## config.mk

```make
export PLATFORM = sky130hd
export DESIGN_NAME = uart_tx_buffer_flat
export DESIGN_NICKNAME = d
export VERILOG_FILES = /design/src/rtl/uart_tx_buffer_if.sv /design/src/rtl/uart_tx_buffer.sv /design/src/flat_wrapper.sv
export SDC_FILE = /design/constraint.sdc
export NUM_CORES = 1
export LEC_CHECK = 0
export ABC_AREA = 1
export CORE_ASPECT_RATIO = 0.6
export CORE_MARGIN = 1
export CORE_UTILIZATION = 35
export DETAILED_ROUTE_END_ITERATION = 6
export PLACE_DENSITY = 0.48
export REMOVE_ABC_BUFFERS = 1
export SYNTH_ARGS = -nofsm -noshare
export SYNTH_HDL_FRONTEND = slang
export SYNTH_SLANG_ARGS = --single-unit
export TNS_END_PERCENT = 100
```

## constraint.sdc

```tcl
create_clock -name sys_clk_i -period 2.2 [get_ports sys_clk_i]
set_input_delay 0.44 -clock sys_clk_i [delete_from_list [all_inputs] [get_ports sys_clk_i]]
set_output_delay 0.44 -clock sys_clk_i [all_outputs]
set_load 0.02 [all_outputs]
```

## src/rtl/uart_tx_buffer_if.sv

```systemverilog
// rtl/uart_tx_buffer_if.sv - store-path and transmitter-side signals of the UART transmit buffer
interface uart_tx_buffer_if #(
  parameter int DEPTH = 16
);
  localparam int LW = $clog2(DEPTH) + 1;

  logic          wr_en_i;
  logic [7:0]    wr_data_i;
  logic          clr_ovf_i;
  logic          full_o;
  logic          empty_o;
  logic [LW-1:0] level_o;
  logic          overflow_o;
  logic          uart_wr_o;
  logic [7:0]    uart_dat_o;

  modport slave (
    input  wr_en_i, wr_data_i, clr_ovf_i,
    output full_o, empty_o, level_o, overflow_o, uart_wr_o, uart_dat_o
  );

  modport master (
    output wr_en_i, wr_data_i, clr_ovf_i,
    input  full_o, empty_o, level_o, overflow_o, uart_wr_o, uart_dat_o
  );
endinterface

```

## src/rtl/uart_tx_buffer.sv

```systemverilog
// rtl/uart_tx_buffer.sv - byte FIFO that paces single-cycle writes into a UART transmitter
module uart_tx_buffer #(
  parameter int DEPTH           = 16,
  parameter int CYCLES_PER_BYTE = 10417
) (
  input  logic             sys_clk_i,
  input  logic             sys_rstn_i,
  uart_tx_buffer_if.slave  bus
);
  localparam int AW = $clog2(DEPTH);
  localparam int LW = AW + 1;
  localparam int CW = $clog2(CYCLES_PER_BYTE);
  localparam logic [LW-1:0] DEPTH_L  = LW'(DEPTH);
  localparam logic [CW-1:0] GAP_LOAD = CW'(CYCLES_PER_BYTE - 2);

  typedef enum logic [1:0] {S_IDLE, S_ISSUE, S_WAIT} state_t;

  logic [7:0]    mem [DEPTH];
  logic [AW-1:0] wr_ptr;
  logic [AW-1:0] rd_ptr;
  logic [LW-1:0] level;
  logic [LW-1:0] level_nxt;
  logic [CW-1:0] gap;
  state_t        state;
  logic          full_q;
  logic          empty_q;
  logic          ovf_q;
  logic          uart_wr_q;
  logic [7:0]    uart_dat_q;
  logic          push;
  logic          pop;

  // Acceptance looks only at the registered level, so a same-cycle pop never rescues a push.
  always_comb begin
    push      = bus.wr_en_i && (level < DEPTH_L);
    pop       = (level != '0) && ((state == S_IDLE) || ((state == S_WAIT) && (gap == '0)));
    level_nxt = level;
    if (push && !pop) begin
      level_nxt = level + 1'b1;
    end else if (pop && !push) begin
      level_nxt = level - 1'b1;
    end
  end

  always_ff @(posedge sys_clk_i) begin
    if (push) begin
      mem[wr_ptr] <= bus.wr_data_i;
    end
  end

  always_ff @(posedge sys_clk_i or negedge sys_rstn_i) begin
    if (!sys_rstn_i) begin
      wr_ptr     <= '0;
      rd_ptr     <= '0;
      level      <= '0;
      full_q     <= 1'b0;
      empty_q    <= 1'b1;
      ovf_q      <= 1'b0;
      gap        <= '0;
      state      <= S_IDLE;
      uart_wr_q  <= 1'b0;
      uart_dat_q <= 8'h00;
    end else begin
      level   <= level_nxt;
      full_q  <= (level_nxt == DEPTH_L);
      empty_q <= (level_nxt == '0);
      if (push) begin
        wr_ptr <= wr_ptr + 1'b1;
      end
      if (bus.wr_en_i && !push) begin
        ovf_q <= 1'b1;
      end else if (bus.clr_ovf_i) begin
        ovf_q <= 1'b0;
      end
      // Every pop is exactly the transition into ISSUE, so the strobe is the registered pop.
      uart_wr_q <= pop;
      if (pop) begin
        uart_dat_q <= mem[rd_ptr];
        rd_ptr     <= rd_ptr + 1'b1;
      end
      case (state)
        S_IDLE: begin
          if (pop) begin
            state <= S_ISSUE;
          end
        end
        S_ISSUE: begin
          gap   <= GAP_LOAD;
          state <= S_WAIT;
        end
        S_WAIT: begin
          if (gap == '0) begin
            state <= pop ? S_ISSUE : S_IDLE;
          end else begin
            gap <= gap - 1'b1;
          end
        end
        default: state <= S_IDLE;
      endcase
    end
  end

  assign bus.full_o     = full_q;
  assign bus.empty_o    = empty_q;
  assign bus.level_o    = level;
  assign bus.overflow_o = ovf_q;
  assign bus.uart_wr_o  = uart_wr_q;
  assign bus.uart_dat_o = uart_dat_q;
endmodule

```

## src/flat_wrapper.sv

```systemverilog
// flat-port wrapper written by rule: the top's interface ports become plain ports
module uart_tx_buffer_flat 
#(
  parameter int DEPTH           = 16,
  parameter int CYCLES_PER_BYTE = 10417
)
  (sys_clk_i, sys_rstn_i, bus_wr_en_i, bus_wr_data_i, bus_clr_ovf_i, bus_full_o, bus_empty_o, bus_level_o, bus_overflow_o, bus_uart_wr_o, bus_uart_dat_o);
  uart_tx_buffer_if #(.DEPTH(DEPTH)) bus_i ();
  input  logic sys_clk_i;
  input  logic sys_rstn_i;
  input wire logic [$bits(bus_i.wr_en_i)-1:0] bus_wr_en_i;
  input wire logic [$bits(bus_i.wr_data_i)-1:0] bus_wr_data_i;
  input wire logic [$bits(bus_i.clr_ovf_i)-1:0] bus_clr_ovf_i;
  output wire logic [$bits(bus_i.full_o)-1:0] bus_full_o;
  output wire logic [$bits(bus_i.empty_o)-1:0] bus_empty_o;
  output wire logic [$bits(bus_i.level_o)-1:0] bus_level_o;
  output wire logic [$bits(bus_i.overflow_o)-1:0] bus_overflow_o;
  output wire logic [$bits(bus_i.uart_wr_o)-1:0] bus_uart_wr_o;
  output wire logic [$bits(bus_i.uart_dat_o)-1:0] bus_uart_dat_o;
  assign bus_i.wr_en_i = bus_wr_en_i;
  assign bus_i.wr_data_i = bus_wr_data_i;
  assign bus_i.clr_ovf_i = bus_clr_ovf_i;
  assign bus_full_o = bus_i.full_o;
  assign bus_empty_o = bus_i.empty_o;
  assign bus_level_o = bus_i.level_o;
  assign bus_overflow_o = bus_i.overflow_o;
  assign bus_uart_wr_o = bus_i.uart_wr_o;
  assign bus_uart_dat_o = bus_i.uart_dat_o;
  uart_tx_buffer #(.DEPTH(DEPTH), .CYCLES_PER_BYTE(CYCLES_PER_BYTE)) u_core (.sys_clk_i(sys_clk_i), .sys_rstn_i(sys_rstn_i), .bus(bus_i));
endmodule
```

==> results of run 1 <==
metrics by stage:
| step | hold slack (ns) | worst slack [ns] | utilization [%] |
|---|---|---|---|
| after floorplan | 0.144 | -0.665 | - |
| after global placement | 0.398 | 0.104 | 40.9 |
| after detailed placement | 0.404 | 0.129 | 40.9 |
| after CTS | 0.461 | 0.203 | 43.7 |
| after global routing | 0.488 | 0.0495 | 43.7 |
| final | 0.454 | 0.213 | 43.7 |
kinds of logic after synthesis:
family / share of synthesized area (%)
simple gates: 12.4
flops: 68.5
compound gates: 11.6
buf+inv: 3.85
xor+xnor: 1.97
fa+ha+maj: 1.76
layout make-up:
| type | instances | area [sq um] | share of cell area (%) |
|---|---|---|---|
| inverter | 40 | 153 | 1.79 |
| clock inverter | 9 | 101 | 1.19 |
| timing repair buffer | 71 | 638 | 7.50 |
| clock buffer | 22 | 444 | 5.22 |
| sequential | 169 | 4870 | 57.2 |
| tap | 266 | 333 | 3.91 |
| multi-input combinational | 355 | 1970 | 23.1 |
routing by layer:
metal / track usage (%) / vias to the layer above / part of all wire (%)
li1: - / 2242 / -
met1: 30.5 / 2322 / 54
met2: 23.3 / 135 / 39
met3: 5.42 / 15 / 5.8
met4: 5.41 / 0 / 0.97
met5: 0 / - / 0
power breakdown:
| part | switching, mW | internal, mW | total, mW |
|---|---|---|---|
| clock | 1.23 | 1.65 | 2.89 |
| combinational | 0.791 | 0.479 | 1.27 |
| sequential | 0.140 | 3.74 | 3.88 |
| total | 2.16 | 5.87 | 8.04 |
cells in the final DEF, fill, tap and decap left out, types with 7 or more instances in the layout:
master           netlist  routed
nand3_1               18      18
o22ai_1               16      16
nand2_2                7       7
dfrtp_1               40      39
inv_1                 35      34
o211ai_1              12      12
o21ai_0               70      70
ha_1                  10      10
buf_4                  1      39
xor2_1                16      16
nor2_1               103     103
edfxtp_1             128     128
o221ai_1              20      20
a31oi_1                8       8
nand2_1               44      44
clkdlybuf4s50_1        0      27
clkbuf_16              0      17
sequential cells by signal, indices dropped and copies added, names as in the netlist:
name and flops:
u_core.mem 128, u_core.gap 14, u_core.bus.uart_dat_o 8, u_core.bus.level_o 5, u_core.rd_ptr 4, u_core.wr_ptr 4, u_core.state 2, u_core.bus.empty_o 1
u_core.bus.full_o 1, u_core.bus.overflow_o 1, u_core.bus.uart_wr_o 1
path summary, 6_finish.rpt:
| check | start | end | cells after the start |
|---|---|---|---|
| hold reg to reg | u_core.gap[13] | u_core.gap[13] | 2 |
| setup / recovery | u_core.bus.level_o[0] | u_core.bus.uart_dat_o[4] | 8 |
| max in group asynchronous | sys_rstn_i | u_core.bus.empty_o | 3 |
| setup reg to reg | u_core.bus.level_o[0] | u_core.bus.uart_dat_o[4] | 8 |
| min in group sys_clk_i | u_core.gap[13] | u_core.gap[13] | 2 |
| hold / removal | sys_rstn_i | u_core.bus.level_o[4] | 2 |
what timing repair did:
item                      4_1_cts  5_1_grt
hold endpoints to repair       15        0
buffers inserted                0        0
gates resized for setup         0        0
hold buffers                    1        0
==> impl_metrics.toml, run 1 <==
[floorplan]
rows = 39
die_h_um = 112
die_x_um = 186
initial_core_util_pct = 36.5
dieArea_sq_um = 20900
coreArea_sq_um = 19500
ios = 29

[clock_tree]
clk-insertion-delay-late_ns = 0.44
cts_sinks = 169
cts_tree = "done"
clk_pin_slew_ns = 0.07
cts_made_buffers = 17
clockBufferDepth = 2
clock-root-buffer = "clkbuf_16"
htree_levels = 4

[synthesis]
async_flop_share_pct = 24.3
ys_ff_latch = 169
synth_cell_types = 34
syn_area_sq_um = 7110
synth_cells = 592
yosysMostFrequentCell = "edfxtp_1"
yosys_warnings = 0
synth_edf_count = 128
synth_area_leader_cell = "edfxtp_1"
synth.avg_cell_area_sq_um = 12.0
synthTopCellsByArea = "edfxtp_1, dfrtp_1, nor2_1, o21ai_0, o221ai_1"
synth_common_cells = "edfxtp_1, nor2_1, o21ai_0, nand2_1, dfrtp_1"
seq_area_frac_synth_pct = 68.5
synth_top_area_share_pct = 54.0
ys.flop_type = "edfxtp_1"

[layout]
nets = 676
fin_area_sq_um = 8510
syn_to_final_growth_pct = 19.6
fin_cells = 932
n_antenna_cell = 0
drive_gt1_share_pct = 14.4
nFillCells = 1789

[pwr]
leakage_nw = 3.11
p_total_mw = 8.04
peakVddDrop_mv = 0.578
power.density_nw_per_um2 = 944

[placed_design]
finalWeightedCongestion = 0.795
placed_cells = 900
place_area_sq_um = 7960
io_buffer_count = 28
hpwlAfterDp_mm = 12.2

[grt]
antenna_found_initial = 0
gr-usage-all-layers_pct = 18.8
grt_start_max_net_pins = 67
grt_overflow_total = 0
grt_first_pass_wirelength_mm = 27.8
grt_pass1_vias = 4579

[detailed_routing]
dr.first_iter.drc_count = 476
drtPass1Iterations = 5
routed_wl_mm = 18.1
post-route-drc-count = 0
viasPerCell = 5.06
drt.antenna.violating_nets = 0
vias = 4714
routedWlPerCell_um = 19.4

[job]
maxCapViolations = 0

[setup_path]
crit_family = "buffers and inverters"
r2r_slack_ns = 0.21
critPathRequiredTime_ns = 2.55
critPathMaxFanout = 18
startpoint_type = "register"
slowest_delay_ns = 0.42
crit_buf_inv = 3
path_class = "reg2reg"
arrival_ns = 2.34
path_cells = "inv_1 > ha_1 > a31oi_4 > nand2_4 > inv_2 > buf_4 > nor2_1 > a31oi_1"
critPathSlowestCell = "dfrtp_1"
worstSetupEndpointType = "register"

[sta]
period_needed_ns = 1.99
clock_skew_ns = 0.0136
slew_violations = 0
fmax_ghz = 0.503
maxSlewHeadroom_pct = 55.6
period_share_pct = 90.3
setup_viol = 0
hold_viol = 0
rsz0062_at_grt = "no"
worst_pin_slew_ns = 0.664
setup-tns-final_ns = 0

[outcome]
status = "completed"

[min_path]
hold_class = "in2async"
Power figures use the tool's default switching activity.
==> run 2, diff against run 1 <==
--- a/config.mk
+++ b/config.mk
@@ -6,11 +6,11 @@
 export NUM_CORES = 1
 export LEC_CHECK = 0
 export ABC_AREA = 1
+export CAP_MARGIN = 10
 export CORE_ASPECT_RATIO = 0.6
 export CORE_MARGIN = 1
 export CORE_UTILIZATION = 35
 export DETAILED_ROUTE_END_ITERATION = 6
-export PLACE_DENSITY = 0.48
 export REMOVE_ABC_BUFFERS = 1
 export SYNTH_ARGS = -nofsm -noshare
 export SYNTH_HDL_FRONTEND = slang
==> constraint.sdc (replaced) <==
create_clock -name sys_clk_i -period 2.1 [get_ports sys_clk_i]
set_input_delay 0.42 -clock sys_clk_i [delete_from_list [all_inputs] [get_ports sys_clk_i]]
set_output_delay 0.42 -clock sys_clk_i [all_outputs]
set_load 0.02 [all_outputs]
==> run 2 against run 1 <==
Effect of this change: clock skew fell by 0.0051 ns; flip-flop and latch count did not move; die area did not move; power rose by 7.9%; critical path type is now reg2out; register-to-register slack barely moved; global-route usage fell by 1.1 points; combinational power barely moved; final area rose by 1.1%; via count rose by 2.8%.
==> impl_metrics.toml, run 2 (synthesis gave the netlist of run 1 again) <==
[grt]
grt_pass1_vias = 4688
grt_start_max_net_pins = 46
grt_overflow_total = 0
gr-usage-all-layers_pct = 17.7
grt_first_pass_wirelength_mm = 27.1
antenna_found_initial = 0

[floorplan]
dieArea_sq_um = 20900
ios = 29
die_h_um = 112
rows = 39
die_x_um = 186
coreArea_sq_um = 19500
initial_core_util_pct = 36.5

[sta]
fmax_ghz = 0.511
fin_ws_ns = 0.142
period_needed_ns = 1.96
clock_skew_ns = 0.00852
hold_viol = 0
setup-tns-final_ns = 0
timing.hold.ws_ns = 0.424
setup_viol = 0
slew_violations = 0
period_share_pct = 93.3
rsz0062_at_grt = "no"
worst_pin_slew_ns = 0.698
maxSlewHeadroom_pct = 53.3

[detailed_routing]
drt.antenna.violating_nets = 0
drtPass1Iterations = 6
routedWlPerCell_um = 18.3
post-route-drc-count = 0
viasPerCell = 5.20
routed_wl_mm = 17.1
vias = 4844
dr.first_iter.drc_count = 402

[layout]
nFillCells = 1773
multiInputGateArea_sq_um = 1970
fin_cells = 932
syn_to_final_growth_pct = 21.0
final_cell_mix = "edfxtp_1, nor2_1, o21ai_0, nand2_1"
drive_gt1_share_pct = 15.3
nets = 675
regMostFlops = "u_core.mem"
largest_register_ffs = 128
fin_area_sq_um = 8610
final_util_pct = 44.2
regArea_sq_um = 4870
final_common_cell = "edfxtp_1"
n_antenna_cell = 0

[placed_design]
placed_cells = 895
place_area_sq_um = 7920
hpwlAfterDp_mm = 11.8
finalWeightedCongestion = 0.856
pre_cts_ws_ns = 0.174
io_buffer_count = 28

[setup_path]
slowest_delay_ns = 0.59
critPathRequiredTime_ns = 1.68
critPathMaxFanout = 1
worstSetupEndpointType = "primary output"
path_class = "reg2out"
path_cells = "clkdlybuf4s50_1"
crit_buf_inv = 1
critPathSlowestCell = "clkdlybuf4s50_1"
rr_endpoint = "u_core.bus.uart_dat_o[7]"
r2r-start = "u_core.bus.level_o[0]"
rr_worst_depth = 8
startpoint_type = "register"
arrival_ns = 1.54
r2r_slack_ns = 0.22
crit_family = "buffers and inverters"

[pwr]
leakage_nw = 3.16
netSwitchingFraction_pct = 26.1
power_frac_seq_pct = 47.2
power.density_nw_per_um2 = 1010
p_int_mw = 6.41
pwr-share-comb_pct = 14.6
p_total_mw = 8.67
peakVddDrop_mv = 0.691
net-switching-power_mw = 2.26
clockPowerShare_pct = 38.1

[outcome]
status = "completed"

[clock_tree]
cts_sinks = 169
cts_tree = "done"
clockBufferDepth = 2
htree_levels = 4
clk-insertion-delay-late_ns = 0.43
clk_pin_slew_ns = 0.07
clock-root-buffer = "clkbuf_16"
cts_made_buffers = 17

[job]
maxCapViolations = 0

[min_path]
hold_class = "in2async"
run 2: cell type report:
type	count	area share (%)
timing repair buffer	70	7.33
clock buffer	25	6.63
clock inverter	7	0.814
inverter	40	1.79
tap	266	3.87
sequential	169	56.6
multi-input combinational	355	22.9
run 2: worst max-delay path by stage:
stage	to	startpoint	slack (ns)	depth (start not counted)
6_report	bus_empty_o	u_core.bus.empty_o	0.14	1
5_1_grt	u_core.gap[4]	u_core.gap[0]	0.002	12
4_1_cts	bus_level_o[2]	u_core.bus.level_o[2]	0.05	1
3_5_place_dp	u_core.rd_ptr[3]	u_core.bus.level_o[0]	0.17	7
3_3_place_gp	u_core.mem[11][1]	bus_wr_en_i	0.21	6
2_1_floorplan	u_core.bus.uart_dat_o[3]	u_core.rd_ptr[0]	-0.77	5
run 2: per-layer routing:
| layer | track usage (%) | wire length (um) | up-vias |
|---|---|---|---|
| li1 | - | - | 2230 |
| met1 | 26.6 | 8170 | 2409 |
| met2 | 24.0 | 7130 | 190 |
| met3 | 5.71 | 1600 | 15 |
| met4 | 5.08 | 151 | 0 |
| met5 | 0 | 0 | - |
run 2: timing repair:
item / CTS / global route
hold buffers: 1 / 0
setup buffers: 0 / 4
hold endpoints to repair: 13 / 0
resized for setup: 0 / 3
setup endpoints to repair: 0 / 6
run 2: power groups by stage:
stage	Clock [mW]	Sequential, mW	Combinational (mW)
after detailed placement	0	4.16	1.26
after global routing	3.49	4.12	1.40
after floorplan	0	4.20	0.701
after CTS	3.36	4.09	1.27
after global placement	0	4.14	1.23
final	3.31	4.10	1.27
==> run 3, diff against run 2 <==
--- a/config.mk
+++ b/config.mk
@@ -10,6 +10,7 @@
 export CORE_ASPECT_RATIO = 0.6
 export CORE_MARGIN = 1
 export CORE_UTILIZATION = 35
+export CTS_BUF_LIST = sky130_fd_sc_hd__clkbuf_16
 export DETAILED_ROUTE_END_ITERATION = 6
 export REMOVE_ABC_BUFFERS = 1
 export SYNTH_ARGS = -nofsm -noshare
==> run 3 against run 2 <==
Effect of this change: clock-buffer cell count shrank 4; flip-flop and latch count is the same; global-route usage down 0.090 points; final cell count is the same; final area fell by 0.35%; clock skew shrank 0.0012 ns.
==> impl_metrics.toml, run 3 (synthesis gave the netlist of run 1 again) <==
[outcome]
status = "completed"

[clock_tree]
clock-root-buffer = "clkbuf_16"
cts_sinks = 169
clk-insertion-delay-late_ns = 0.43
clockBufferDepth = 2
cts_made_buffers = 17
cts_tree = "done"
clk_pin_slew_ns = 0.07
htree_levels = 4

[layout]
nets = 675
n_antenna_cell = 0
syn_to_final_growth_pct = 20.5
nFillCells = 1776
final_cell_mix = "edfxtp_1, nor2_1, o21ai_0, nand2_1"
largest_register_ffs = 128
drive_gt1_share_pct = 15.3
fin_cells = 932
regMostFlops = "u_core.mem"
final_util_pct = 44.0
final_common_cell = "edfxtp_1"

[grt]
antenna_found_initial = 0
gr-usage-all-layers_pct = 17.6
grt_first_pass_wirelength_mm = 27.0
grt_pass1_vias = 4678
grt_overflow_total = 0
grt_start_max_net_pins = 46

[setup_path]
path_cells = "clkdlybuf4s50_1"
r2r_slack_ns = 0.23
arrival_ns = 1.54
crit_buf_inv = 1
rr_worst_depth = 8
critPathSlowestCell = "clkdlybuf4s50_1"
critPathRequiredTime_ns = 1.68
slowest_delay_ns = 0.59
rr_endpoint = "u_core.bus.uart_dat_o[7]"
path_class = "reg2out"
r2r-start = "u_core.bus.level_o[0]"
critPathMaxFanout = 1
worstSetupEndpointType = "primary output"
crit_family = "buffers and inverters"
startpoint_type = "register"

[floorplan]
ios = 29
die_x_um = 186
rows = 39
dieArea_sq_um = 20900
die_h_um = 112
initial_core_util_pct = 36.5
coreArea_sq_um = 19500

[detailed_routing]
drtPass1Iterations = 5
drt.antenna.violating_nets = 0
vias = 4828
dr.first_iter.drc_count = 458
post-route-drc-count = 0
viasPerCell = 5.18
routed_wl_mm = 17.1
routedWlPerCell_um = 18.3

[sta]
hold_viol = 0
period_share_pct = 93.3
rsz0062_at_grt = "no"
maxSlewHeadroom_pct = 52.0
clock_skew_ns = 0.00734
worst_pin_slew_ns = 0.717
fmax_ghz = 0.510
period_needed_ns = 1.96
slew_violations = 0
setup_viol = 0
timing.hold.ws_ns = 0.423

[placed_design]
io_buffer_count = 28
finalWeightedCongestion = 0.856
placed_cells = 895
hpwlAfterDp_mm = 11.8

[pwr]
peakVddDrop_mv = 0.692
leakage_nw = 3.16
power.density_nw_per_um2 = 999

[job]
maxCapViolations = 0

[min_path]
hold_class = "in2async"
run 3: cell count changes in the layout (fill, tap and decap cells not counted):
cell      previous run  this run
clkbuf_8             3         0
inv_2                2         5
clkbuf_1             1         0
inv_1               35        36
run 3: layout make-up:
cell class                 count  area [sq um]  share of cell area, %
sequential                   169          4870                   56.8
multi-input combinational    355          1970                   23.0
timing repair buffer          70           631                   7.35
clock buffer                  21           526                   6.13
tap                          266           333                   3.88
inverter                      40           154                   1.79
clock inverter                11          85.1                  0.992
run 3: metrics by stage:
stage / worst slack, ns / TNS (ns) / instance area, sq um / power [mW]
detailed placement: 0.174 / 0 / 7920 / 5.42
CTS: 0.0517 / 0 / 8540 / 8.62
global placement: 0.214 / 0 / 7920 / 5.37
floorplan: -0.765 / -6.54 / 6990 / 4.90
global route: 0.00186 / 0 / 8580 / 8.90
finish: 0.140 / 0 / 8580 / 8.57
run 3: what timing repair did:
action | 4_1_cts | 5_1_grt
buffers inserted | 0 | 4
endpoints found under the setup margin | 0 | 6
hold buffers | 1 | 0
gates resized for setup | 0 | 3
endpoints found under the hold margin | 13 | 0
run 3: routing by layer:
| metal | routed length [um] | up-vias | GRT usage [%] |
|---|---|---|---|
| li1 | - | 2229 | - |
| met1 | 8430 | 2425 | 26.5 |
| met2 | 7140 | 162 | 24.0 |
| met3 | 1390 | 12 | 5.74 |
| met4 | 114 | 0 | 4.75 |
| met5 | 0 | - | 0 |
run 3: worst max path at each step:
stage	startpoint	end	cells past startpoint
floorplan	u_core.rd_ptr[0]	u_core.bus.uart_dat_o[3]	5
global placement	bus_wr_en_i	u_core.mem[11][1]	6
detailed placement	u_core.bus.level_o[0]	u_core.rd_ptr[3]	7
CTS	u_core.bus.level_o[2]	bus_level_o[2]	1
global route	u_core.gap[0]	u_core.gap[4]	12
finish	u_core.bus.empty_o	bus_empty_o	1
run 3: power by group:
part | internal [mW] | switching [mW] | total, mW
clock | 1.90 | 1.30 | 3.20
combinational | 0.474 | 0.795 | 1.27
sequential | 3.92 | 0.177 | 4.10
==> variant 1 (settings of run 2) <==
`DEPTH` is set to 16 in 3 places; all go to 32.
--- a/src/rtl/uart_tx_buffer_if.sv
+++ b/src/rtl/uart_tx_buffer_if.sv
@@ -1,6 +1,6 @@
 // rtl/uart_tx_buffer_if.sv - store-path and transmitter-side signals of the UART transmit buffer
 interface uart_tx_buffer_if #(
-  parameter int DEPTH = 16
+  parameter int DEPTH = 32
 );
   localparam int LW = $clog2(DEPTH) + 1;
 
--- a/src/rtl/uart_tx_buffer.sv
+++ b/src/rtl/uart_tx_buffer.sv
@@ -1,6 +1,6 @@
 // rtl/uart_tx_buffer.sv - byte FIFO that paces single-cycle writes into a UART transmitter
 module uart_tx_buffer #(
-  parameter int DEPTH           = 16,
+  parameter int DEPTH           = 32,
   parameter int CYCLES_PER_BYTE = 10417
 ) (
   input  logic             sys_clk_i,
--- a/src/flat_wrapper.sv
+++ b/src/flat_wrapper.sv
@@ -1,7 +1,7 @@
 // flat-port wrapper written by rule: the top's interface ports become plain ports
 module uart_tx_buffer_flat 
 #(
-  parameter int DEPTH           = 16,
+  parameter int DEPTH           = 32,
   parameter int CYCLES_PER_BYTE = 10417
 )
   (sys_clk_i, sys_rstn_i, bus_wr_en_i, bus_wr_data_i, bus_clr_ovf_i, bus_full_o, bus_empty_o, bus_level_o, bus_overflow_o, bus_uart_wr_o, bus_uart_dat_o);
Interface: changed (resized bus_level_o); port bits go from 29 to 30. The function was not compared with the original's and may differ.
==> variant 1 against run 2 <==
Non-clock buffer count increased by 43; sequential cell count grew 131; clock skew rose by 0.0096 ns; critical path depth unchanged; setup slack got worse by 0.089 ns; worst hold slack better by 0.010 ns; cell area rose by 73%; die area rose by 74%; routed wire length up 93%; total power rose by 38%; area after synthesis is 75% higher; critical path type unchanged; largest cell class unchanged.
==> variant 1: results <==
{
  "h-tree-depth": 1,
  "grtUsageTotal_pct": 18.2,
  "cts_inserted_buffers": 28,
  "status": "finished, final reports clean",
  "crit_family": "buffers and inverters",
  "crit_fanout": 4,
  "insertion_delay_ns": 0.56,
  "cp_data_arrival_time_ns": 1.63,
  "gp_congestion": 0.899,
  "synth_xor_xnor_area_share_pct": 1.13,
  "first_pass_iters": 5,
  "grt_max_degree": 83,
  "cts_max_path_buffers": 3,
  "async_flop_share_pct": 14.7,
  "place_inst": 1563,
  "synth_fa_ha_area_share_pct": 1.01,
  "crit_path_start": "u_core.bus.level_o[4]",
  "ys_top_cells_by_count": "edfxtp_1, nor2_1, o21ai_0",
  "io_buffers": 29,
  "drt-initial-drc-count": 1109,
  "final.setup_skew_ns": 0.0181,
  "dp_hpwl_um": 21000,
  "totalWireLength_um": 32900,
  "grt_pass1_vias": 8109,
  "via_count": 8547,
  "wl_per_cell_um": 20.4,
  "grtUsageMet3_pct": 5.85,
  "grt_first_pass_wirelength_um": 49500,
  "r2r-start": "u_core.rd_ptr[0]",
  "synth_edf_count": 256,
  "drive_above_1_share_pct": 13.2,
  "peakVddDrop_v": 0.000581,
  "synth-seq-area-share_pct": 70.6,
  "worst_pin_slew_ns": 0.951,
  "grt_use_met2_pct": 24.4,
  "syn_area_per_cell_um2": 12.0,
  "synth_compound_area_share_pct": 10.2,
  "synth_area_leaders": "edfxtp_1, dfrtp_1, nor2_1, o21ai_0, nand2_1",
  "use_met1_pct": 28.5,
  "largest_reg_flops": 256,
  "cpPeakStageDelay_ns": 0.67,
  "ys_types": 37,
  "p_leak_nw": 5.19
}
-- variant 1: cell count changes after synthesis, moves of 11 or more --
cell,change
edfxtp_1,+128
nor2_1,+102
o21ai_0,+74
nand2_1,+56
nand3_1,+23
o22ai_1,+19
nand4_1,+17
buf_2,+13
o211ai_1,+11
o221ai_1,-11
-- variant 1: metrics by stage --
step	worst slack, ns	setup TNS, ns	area, um^2	power (mW)	hold WS, ns
floorplan	-2.86	-27.55	12200	6.61	0.124
global placement	-0.0410	-3.29	13900	6.81	0.433
detailed placement	-0.0916	-9.52	13900	6.81	0.446
CTS	0.00640	0	14800	12.0	0.425
global route	-0.0167	-0.0167	14900	12.3	0.447
finish	0.0527	0	14900	12.0	0.435
-- variant 1: final timing paths --
kind | to | slack, ns | cells past startpoint
worst max-delay path | bus_level_o[4] | 0.05 | 1
worst min-delay path | u_core.bus.uart_wr_o | 0.43 | 2
worst max register to register | u_core.bus.uart_dat_o[7] | 0.07 | 8
worst min register to register | u_core.bus.uart_dat_o[0] | 0.48 | 2
max in group asynchronous | u_core.gap[2] | 1.05 | 3
min in group sys_clk_i | u_core.bus.overflow_o | 0.44 | 2
-- variant 1: per-layer routing --
layer | wire, um | vias to the layer above
met5 | 0 | -
met2 | 13000 | 406
li1 | - | 3902
met3 | 3790 | 45
met4 | 530 | 0
met1 | 15600 | 4194
-- variant 1: area by class of cell --
type | count | area [um^2]
fill | 3254 | 20200
sequential | 300 | 8790
multi-input combinational | 639 | 3250
timing repair buffer | 113 | 1110
clock buffer | 35 | 748
tap | 467 | 584
clock inverter | 14 | 191
inverter | 46 | 176
-- variant 1: report_power, final --
part	internal, mW	total, mW	leakage (nW)	switching (mW)
clock network	3.12	5.27	0.446	2.15
logic	0.0597	0.212	1.90	0.152
registers	6.47	6.47	2.84	0.00505
total	9.64	12.0	5.19	2.31
-- variant 1: repair_timing --
action / CTS / global route
hold buffers: 1 / 0
endpoints found under the setup margin: 3 / 10
gates resized for setup: 3 / 13
pin swaps: 0 / 2
buffers inserted: 0 / 1
hold endpoints to repair: 21 / 0
-- variant 1: cell families after synthesis --
kind of cell | after synthesis
AND/OR/NAND/NOR | 392
buffers and inverters | 99
flip-flops | 300
AO/OA/AOI/OAI | 221
adder cells (fa/ha/maj) | 10
XOR/XNOR | 16
==> variant 2 (settings of run 2) <==
Without the edit above. Reset style: synchronous (`sys_rstn_i`), changed in one clocked block.
--- a/src/rtl/uart_tx_buffer.sv
+++ b/src/rtl/uart_tx_buffer.sv
@@ -48,7 +48,7 @@
     end
   end
 
-  always_ff @(posedge sys_clk_i or negedge sys_rstn_i) begin
+  always_ff @(posedge sys_clk_i) begin
     if (!sys_rstn_i) begin
       wr_ptr     <= '0;
       rd_ptr     <= '0;
Check against the original RTL: differs if sys_rstn_i is asserted again (counterexample within 4 cycles, from zero or initial values and one cycle with sys_rstn_i low); with sys_rstn_i held inactive, the same outputs for 10 cycles.
==> variant 2 against run 2 <==
Register-to-register slack improved by 0.07 ns; via count up 3.0%; non-clock buffer count fell by 8; sequential cell count unchanged; routed wire length shrank 3.1%; critical path depth did not move; setup slack improved by 0.034 ns; area after synthesis shrank 1.3%; cell area is 2.5% lower; largest cell class unchanged; worst hold slack gained 0.040 ns.
Power is not compared: it rests on default switching activity, and its combinational part moved more than twofold at a synthesized area within 25%.
==> variant 2: results <==
{
  "synth_xor_xnor_area_share_pct": 0.748,
  "hold_buffers": 0,
  "grt_pass1_vias": 4769,
  "grt_max_degree": 67,
  "via_count": 4991,
  "ys_top_cells_by_count": "edfxtp_1, nor2_1, o21ai_0",
  "regArea_um2": 4670,
  "clkbuf_count": 17,
  "hold_path_class": "flip-flop to flip-flop",
  "inv_count": 39,
  "drive_above_1_share_pct": 13.2,
  "synth_compound_area_share_pct": 12.8,
  "synth_area_leaders": "edfxtp_1, dfxtp_1, o21ai_0, nor2_1, o221ai_1",
  "cp_data_arrival_time_ns": 1.50,
  "status": "finished, final reports clean",
  "clkCellAreaFrac_pct": 7.16,
  "diodes": 0,
  "synth-seq-area-share_pct": 66.4,
  "synth_fa_ha_area_share_pct": 1.78,
  "multi_input_cells": 387,
  "antenna_found_initial": 2,
  "first_pass_iters": 5,
  "final.setup_skew_ns": 0.0135,
  "ys_types": 35,
  "bufAreaShareNonClock_pct": 6.68,
  "grtUsageTotal_pct": 17.0,
  "nNetsFinal": 698,
  "n_all_buffers": 62,
  "multi_input_area_share_pct": 24.8,
  "wl_per_cell_um": 17.3,
  "dp_hpwl_um": 11100,
  "num-fill-cells": 1781
}
==> variant 2: cell count changes in the layout (fill, tap and decap cells not counted), moves of 6 or more <==
cell | before | now
dfrtp_1 | 38 | 0
o22ai_1 | 16 | 1
o221ai_1 | 20 | 32
o21ai_0 | 70 | 84
xor2_1 | 16 | 5
inv_6 | 0 | 8
nand2_1 | 44 | 53
dfxtp_1 | 0 | 39
nand3_1 | 18 | 27
buf_4 | 38 | 32
a21oi_1 | 3 | 19
o211ai_1 | 12 | 0
==> variant 2: power by group <==
group	switching, mW	internal, mW	total, mW	leakage, nW
clock	1.40	1.80	3.20	0.297
sequential	0.235	3.92	4.16	1.49
combinational	2.24	1.18	3.42	1.15
==> variant 2: worst paths after layout <==
kind,startpoint,end,slack [ns],depth (start not counted)
max,u_core.bus.level_o[1],bus_level_o[1],0.18,1
min,u_core.bus.overflow_o,u_core.bus.overflow_o,0.46,2
max reg2reg,u_core.gap[0],u_core.gap[4],0.29,11
min reg2reg,u_core.bus.overflow_o,u_core.bus.overflow_o,0.46,2
==> variant 2: stage by stage <==
step / area [um^2] / total power [mW] / cells / setup slack (ns)
2_1_floorplan: 6890 / 6.46 / 595 / -0.453
5_1_grt: 8390 / 11.4 / 955 / 0.0902
3_3_place_gp: 7790 / 7.55 / 923 / 0.182
3_5_place_dp: 7790 / 7.62 / 923 / 0.158
4_1_cts: 8390 / 10.8 / 955 / 0.0489
6_report: 8390 / 10.8 / 955 / 0.176
==> variant 2: per-layer routing <==
layer | vias up | share of wire [%] | track usage [%]
li1 | 2359 | - | -
met1 | 2445 | 49 | 25.1
met2 | 170 | 43 | 24.0
met3 | 17 | 6.2 | 4.71
met4 | 0 | 1.3 | 5.62
met5 | - | 0 | 0
